File: src/rtl/turn_sequencer_pkg.sv
// Shared types and constants for the tic-tac-toe turn sequencer.
package turn_sequencer_pkg;

  typedef enum logic [1:0] {
    IDLE  = 2'd0,
    TURN  = 2'd1,
    CHECK = 2'd2,
    DONE  = 2'd3
  } state_t;

  localparam logic PLAYER_X = 1'b0;
  localparam logic PLAYER_O = 1'b1;

  localparam logic [1:0] RES_NONE = 2'b00;
  localparam logic [1:0] RES_X    = 2'b01;
  localparam logic [1:0] RES_O    = 2'b10;
  localparam logic [1:0] RES_DRAW = 2'b11;

  // Result code naming the given player as the winner.
  function automatic logic [1:0] result_for(input logic player);
    return (player == PLAYER_O) ? RES_O : RES_X;
  endfunction

endpackage

File: src/rtl/turn_sequencer_timer.sv
// Per-turn countdown: prescaler producing one-second ticks and a seconds
// down-counter. Only instantiated when MOVE_TIMEOUT_EN is defined.
module turn_timer #(
  parameter int TICK_DIV = 100000000,
  parameter int TURN_SEC = 10
) (
  input  logic                          clk,
  input  logic                          rst,
  input  logic                          load,
  input  logic                          run,
  output logic [$clog2(TURN_SEC+1)-1:0] time_left,
  output logic                          expire
);

  localparam int PW  = $clog2(TICK_DIV);
  localparam int TLW = $clog2(TURN_SEC + 1);

  logic [PW-1:0] presc;
  logic          tick;

  assign tick   = (presc == PW'(TICK_DIV - 1));
  assign expire = run && tick && (time_left == TLW'(1));

  // Prescaler wraps on its terminal count; each wrap takes one second off.
  always_ff @(posedge clk) begin
    if (!rst) begin
      presc     <= '0;
      time_left <= '0;
    end else if (load) begin
      presc     <= '0;
      time_left <= TLW'(TURN_SEC);
    end else if (run) begin
      if (tick) begin
        presc <= '0;
        if (time_left != '0) time_left <= time_left - TLW'(1);
      end else begin
        presc <= presc + PW'(1);
      end
    end
  end

endmodule

File: src/rtl/turn_sequencer.sv
// Tic-tac-toe game-flow controller: alternates turns, validates moves against
// board occupancy, issues board writes, samples the win detector, detects a
// draw and (with MOVE_TIMEOUT_EN defined) enforces a per-turn time limit.
module turn_sequencer
  import turn_sequencer_pkg::*;
#(
  parameter int TICK_DIV = 100000000,
  parameter int TURN_SEC = 10,
  parameter int N_CELLS  = 9
) (
  input  logic                          clk,
  input  logic                          rst,
  input  logic                          start,
  input  logic                          req_x,
  input  logic [3:0]                    pos_x,
  input  logic                          req_o,
  input  logic [3:0]                    pos_o,
  input  logic [N_CELLS-1:0]            occupied,
  input  logic                          win,
  output logic                          turn,
  output logic                          ack,
  output logic                          nack,
  output logic                          wr_en,
  output logic [3:0]                    wr_pos,
  output logic                          wr_player,
  output logic [$clog2(TURN_SEC+1)-1:0] time_left,
  output logic                          busy,
  output logic                          done,
  output logic [1:0]                    winner,
  output logic                          timeout
);

  localparam int MCW = $clog2(N_CELLS + 1);

  if (TICK_DIV < 2 || TURN_SEC < 1 || N_CELLS < 1 || N_CELLS > 16) begin : g_param_check
    $error("turn_sequencer: parameter out of range");
  end

  state_t         state;
  logic [MCW-1:0] move_cnt;
  logic           cur_req;
  logic [3:0]     cur_pos;
  logic [15:0]    occ_ext;
  logic           legal;
  logic           expire;
  logic           last_move;

  assign cur_req   = (turn == PLAYER_X) ? req_x : req_o;
  assign cur_pos   = (turn == PLAYER_X) ? pos_x : pos_o;
  assign occ_ext   = 16'(occupied);
  assign legal     = cur_req && (32'(cur_pos) < N_CELLS) && !occ_ext[cur_pos];
  assign last_move = (move_cnt == MCW'(N_CELLS));

`ifdef MOVE_TIMEOUT_EN
  logic timer_load;
  logic timer_run;

  // A legal move holds the countdown so a move on the expiring tick wins.
  assign timer_load = ((state == IDLE || state == DONE) && start) ||
                      (state == CHECK && !win && !last_move);
  assign timer_run  = (state == TURN) && !legal;

  turn_timer #(
    .TICK_DIV (TICK_DIV),
    .TURN_SEC (TURN_SEC)
  ) u_timer (
    .clk       (clk),
    .rst       (rst),
    .load      (timer_load),
    .run       (timer_run),
    .time_left (time_left),
    .expire    (expire)
  );
`else
  assign time_left = '0;
  assign expire    = 1'b0;
`endif

  // Game state machine with registered outputs and single-cycle strobes.
  always_ff @(posedge clk) begin
    if (!rst) begin
      state     <= IDLE;
      move_cnt  <= '0;
      turn      <= PLAYER_X;
      ack       <= 1'b0;
      nack      <= 1'b0;
      wr_en     <= 1'b0;
      wr_pos    <= '0;
      wr_player <= PLAYER_X;
      busy      <= 1'b0;
      done      <= 1'b0;
      winner    <= RES_NONE;
      timeout   <= 1'b0;
    end else begin
      ack   <= 1'b0;
      nack  <= 1'b0;
      wr_en <= 1'b0;
      case (state)
        IDLE, DONE: begin
          if (start) begin
            state    <= TURN;
            turn     <= PLAYER_X;
            move_cnt <= '0;
            winner   <= RES_NONE;
            timeout  <= 1'b0;
            busy     <= 1'b1;
            done     <= 1'b0;
          end
        end
        TURN: begin
          if (legal) begin
            ack       <= 1'b1;
            wr_en     <= 1'b1;
            wr_pos    <= cur_pos;
            wr_player <= turn;
            move_cnt  <= move_cnt + MCW'(1);
            state     <= CHECK;
          end else begin
            if (cur_req) nack <= 1'b1;
            if (expire) begin
              state   <= DONE;
              winner  <= result_for(~turn);
              timeout <= 1'b1;
              busy    <= 1'b0;
              done    <= 1'b1;
            end
          end
        end
        CHECK: begin
          if (win) begin
            winner <= result_for(turn);
            state  <= DONE;
            busy   <= 1'b0;
            done   <= 1'b1;
          end else if (last_move) begin
            winner <= RES_DRAW;
            state  <= DONE;
            busy   <= 1'b0;
            done   <= 1'b1;
          end else begin
            turn  <= ~turn;
            state <= TURN;
          end
        end
        default: state <= IDLE;
      endcase
    end
  end

endmodule

File: config.mk
export PLATFORM = sky130hd
export DESIGN_NAME = turn_sequencer
export DESIGN_NICKNAME = d
export VERILOG_FILES = /design/src/rtl/turn_sequencer_pkg.sv /design/src/rtl/turn_sequencer_timer.sv /design/src/rtl/turn_sequencer.sv
export SDC_FILE = /design/constraint.sdc
export NUM_CORES = 1
export LEC_CHECK = 0
export ABC_AREA = 1
export CORE_UTILIZATION = 30
export CTS_CLUSTER_SIZE = 8
export DETAILED_ROUTE_END_ITERATION = 8
export GPL_TIMING_DRIVEN = 1
export SLEW_MARGIN = 20
export SYNTH_ARGS = -nofsm -noshare
export SYNTH_HDL_FRONTEND = slang
export SYNTH_SLANG_ARGS = --single-unit
File: constraint.sdc
create_clock -name clk -period 1.93 [get_ports clk]
set_clock_uncertainty 0.1 [all_clocks]
set_input_delay 0.386 -clock clk [delete_from_list [all_inputs] [get_ports clk]]
set_output_delay 0.386 -clock clk [all_outputs]
set_load 0.05 [all_outputs]
==> run metrics <==
status finished, final reports clean; # diodes 0; met3 usage approximately 3.5%; Top delay family on crit path simple AND/OR/NAND/NOR gates; Avg WL per Cell about 11 um; met1 usage between 10% and 20%; WP buf/inv 2; leakage 0.798 nW; Max Cap Viol 0; Synth Area in Simple Gates 32.5%; DRC violations left 0; vias in the first global route 1107; post-synthesis compound-gate area fraction around an eighth; Crit-path slowest cell dfxtp_4; P per Cell Area ~1300 mW/mm^2; first-pass GRT wire length roughly 4800 um; Yosys top cell by area dfxtp_1; overall die area a little under 0.004 mm^2; Finished Cell Area between 0.0015 and 0.002 mm^2; Total GRT Usage around 15%; min cycle time layout 1840 ps; via count approximately 1200; Buffers on Ports 35; CP most frequent cell nand2_1; post-route ant nets 0; pin count of the biggest net entering global routing 11; routability cong. approximately 0.87; Final Max Slew Viols 0; Syn Std Cell Area about 0.0011 mm^2; Avg Vias per Cell around 4.6; Post-synth ARST share 0%; CTS tree done; Syn-to-layout area delta 54.2%; CTS Sinks 18; Area contributors post-synth dfxtp_1, nand2_1, nand3_1; Total Nets Final between 200 and 250; final wirelength between 2000 and 3000 um; Peak VDD IR 0.533 mV; Core ar. roughly 0.0034 mm^2; clock-pin slew on the worst setup and hold paths approximately 60 ps; Layout Cells excl Fill 251; met2 GRT Util about 25%; die width ~63 um; chip height between 60 and 70 um; Root Driver clkbuf_8; CP endpoint kind flip-flop; H-tree Lvls 1; initial antenna violation count 0; cells along the critical path buf_6, nand2_4, inv_2, nor2_4, nand3_2, nand3_2, nand2_2, nand2_2, nand3_4, nor2_4, nand2_1, nand2_1, nand2_1, nor2_1; clk_lat worst skew about 250 ps; adder-cell share of the synthesized area 5.64%; CP arrival 1930 ps; Post-Synth XOR/XNOR Area under 10%; placed cell area 0.00151 mm^2; Hold Crit Class reg -> reg; fmax 543 MHz; critical path class reg -> reg; Yosys top cell area share 32.5%; Crit Path Max Fanout 7; Post-synth top flop dfxtp_1; #FFs+latches synth 18; Yosys cell types 29; CTS Buffer Depth 2; layout cells sized above 1 between 20% and 30%; HPWL after DPL approximately 2100 um; Iteration-0 DRC Markers 29; peak-usage layer in the global routing report met2; Worst Path Required between 2000 and 2500 ps; largest family of logic cells by synthesized area simple AND/OR/NAND/NOR gates; Initial Util approximately a third; I/O pins a little over 40; worst r2r path cells 14; Synth Warn # 0; Util after Layout approximately half; grt total ovfl 0; endpoints failing hold 0; Initial DRT Pass Iterations 4; Inst Count DP 242; cell count after synthesis 155; final critical-path share of the clock period between 90% and 100%; final setup vio count 0; sequential fraction of the synthesis area between 30% and 40%; total stage count of the critical path 14; total power between 0.002 and 0.0025 W; post-synthesis mux area share 0.902%; CTS Buf Count 3; slowest stage delay, CP 360 ps; # rows 21; hold path depth 2; CP startpoint kind flip-flop; Post-synth EDFFs 0; syn_area_per_cell between 7 and 8 um^2
## per-layer routing
metal  vias to the layer above  routed length (um)
li1                        598                   -
met1                       525                1310
met2                        27                1310
met3                         4                  98
met4                         0                  31
met5                         -                   0
## registers in the layout, indices dropped and copies added, names as in the netlist
name and flops:
busy 1, done 1, move_cnt 4, nack 1
state 2, turn 1, winner 2, wr_en 1
wr_player 1, wr_pos 4
## worst paths after layout
kind	from	to	slack [ps]
max	turn	move_cnt[0]	90
max reg2reg	turn	move_cnt[0]	90
min reg2reg	wr_pos[0]	wr_pos[0]	360
min	wr_pos[0]	wr_pos[0]	360
## final cells by class
cell class                 instances  area (um^2)
clock buffer                       3         41.3
fill                             350         1730
inverter                          21         78.8
multi-input combinational        112          718
sequential                        18          364
tap                               46         57.6
timing repair buffer              51          452
## tightest hold or removal path: stages (launching register included)
cell,delay (ps)
dfxtp_1,310
nand2_1,60
a21oi_1,50
## repair_timing
item,4_1_cts,5_1_grt
resized for setup,4,26
setup endpoints to repair,8,16
cloned,1,0
setup buffers,1,4
pin swaps,1,13
hold buffers,0,0
## cell usage after synthesis (2+ instances only)
cell type  count
nand3_1       18
nand2_2        5
nor3_1         3
buf_4          6
nor2_4         2
nor2_1         7
nand2_1       29
o21ai_1        3
dfxtp_1       18
xor2_1         2
a21oi_1       15
o21ai_0        3
buf_6          2
nand3b_1       4
ha_1           5
inv_1         20
## kinds of logic after synthesis
logic type      after synthesis
compound gates               26
flops                        18
simple gates                 72
xor+xnor                      2
mux                           1
other cells                   1
buf+inv                      30
fa+ha+maj                     5
## where the power goes
group | internal, W | total, W | switching (W)
Clock | 0.000138 | 0.000251 | 0.000113
Sequential | 0.000449 | 0.000503 | 0.0000548
Combinational | 0.000562 | 0.00142 | 0.000861
Total | 0.00115 | 0.00218 | 0.00103
## placed cells by master, fill, tap and decap left out, types with 4 or more instances in the layout
cell type        instances
a21oi_1                 14
buf_4                   28
clkdlybuf4s50_1         18
conb_1                   5
dfxtp_1                 17
dlymetal6s2s_1           4
ha_1                     5
inv_1                   18
nand2_1                 27
nand2_2                  4
nand3_1                 13
nand3_2                  5
nand3b_1                 4
nor2_1                   5
nor2_4                   5
## through the flow
stage | setup slack (ps) | TNS, ps | hold WS [ps]
floorplan | 43.9 | 0 | 366
global placement | -265 | -2600 | 350
detailed placement | -300 | -2960 | 356
CTS | 7.20 | 0 | 366
global route | -20.7 | -113 | 391
finish | 90.0 | 0 | 362
No activity file was read; power rests on OpenSTA's default activity.
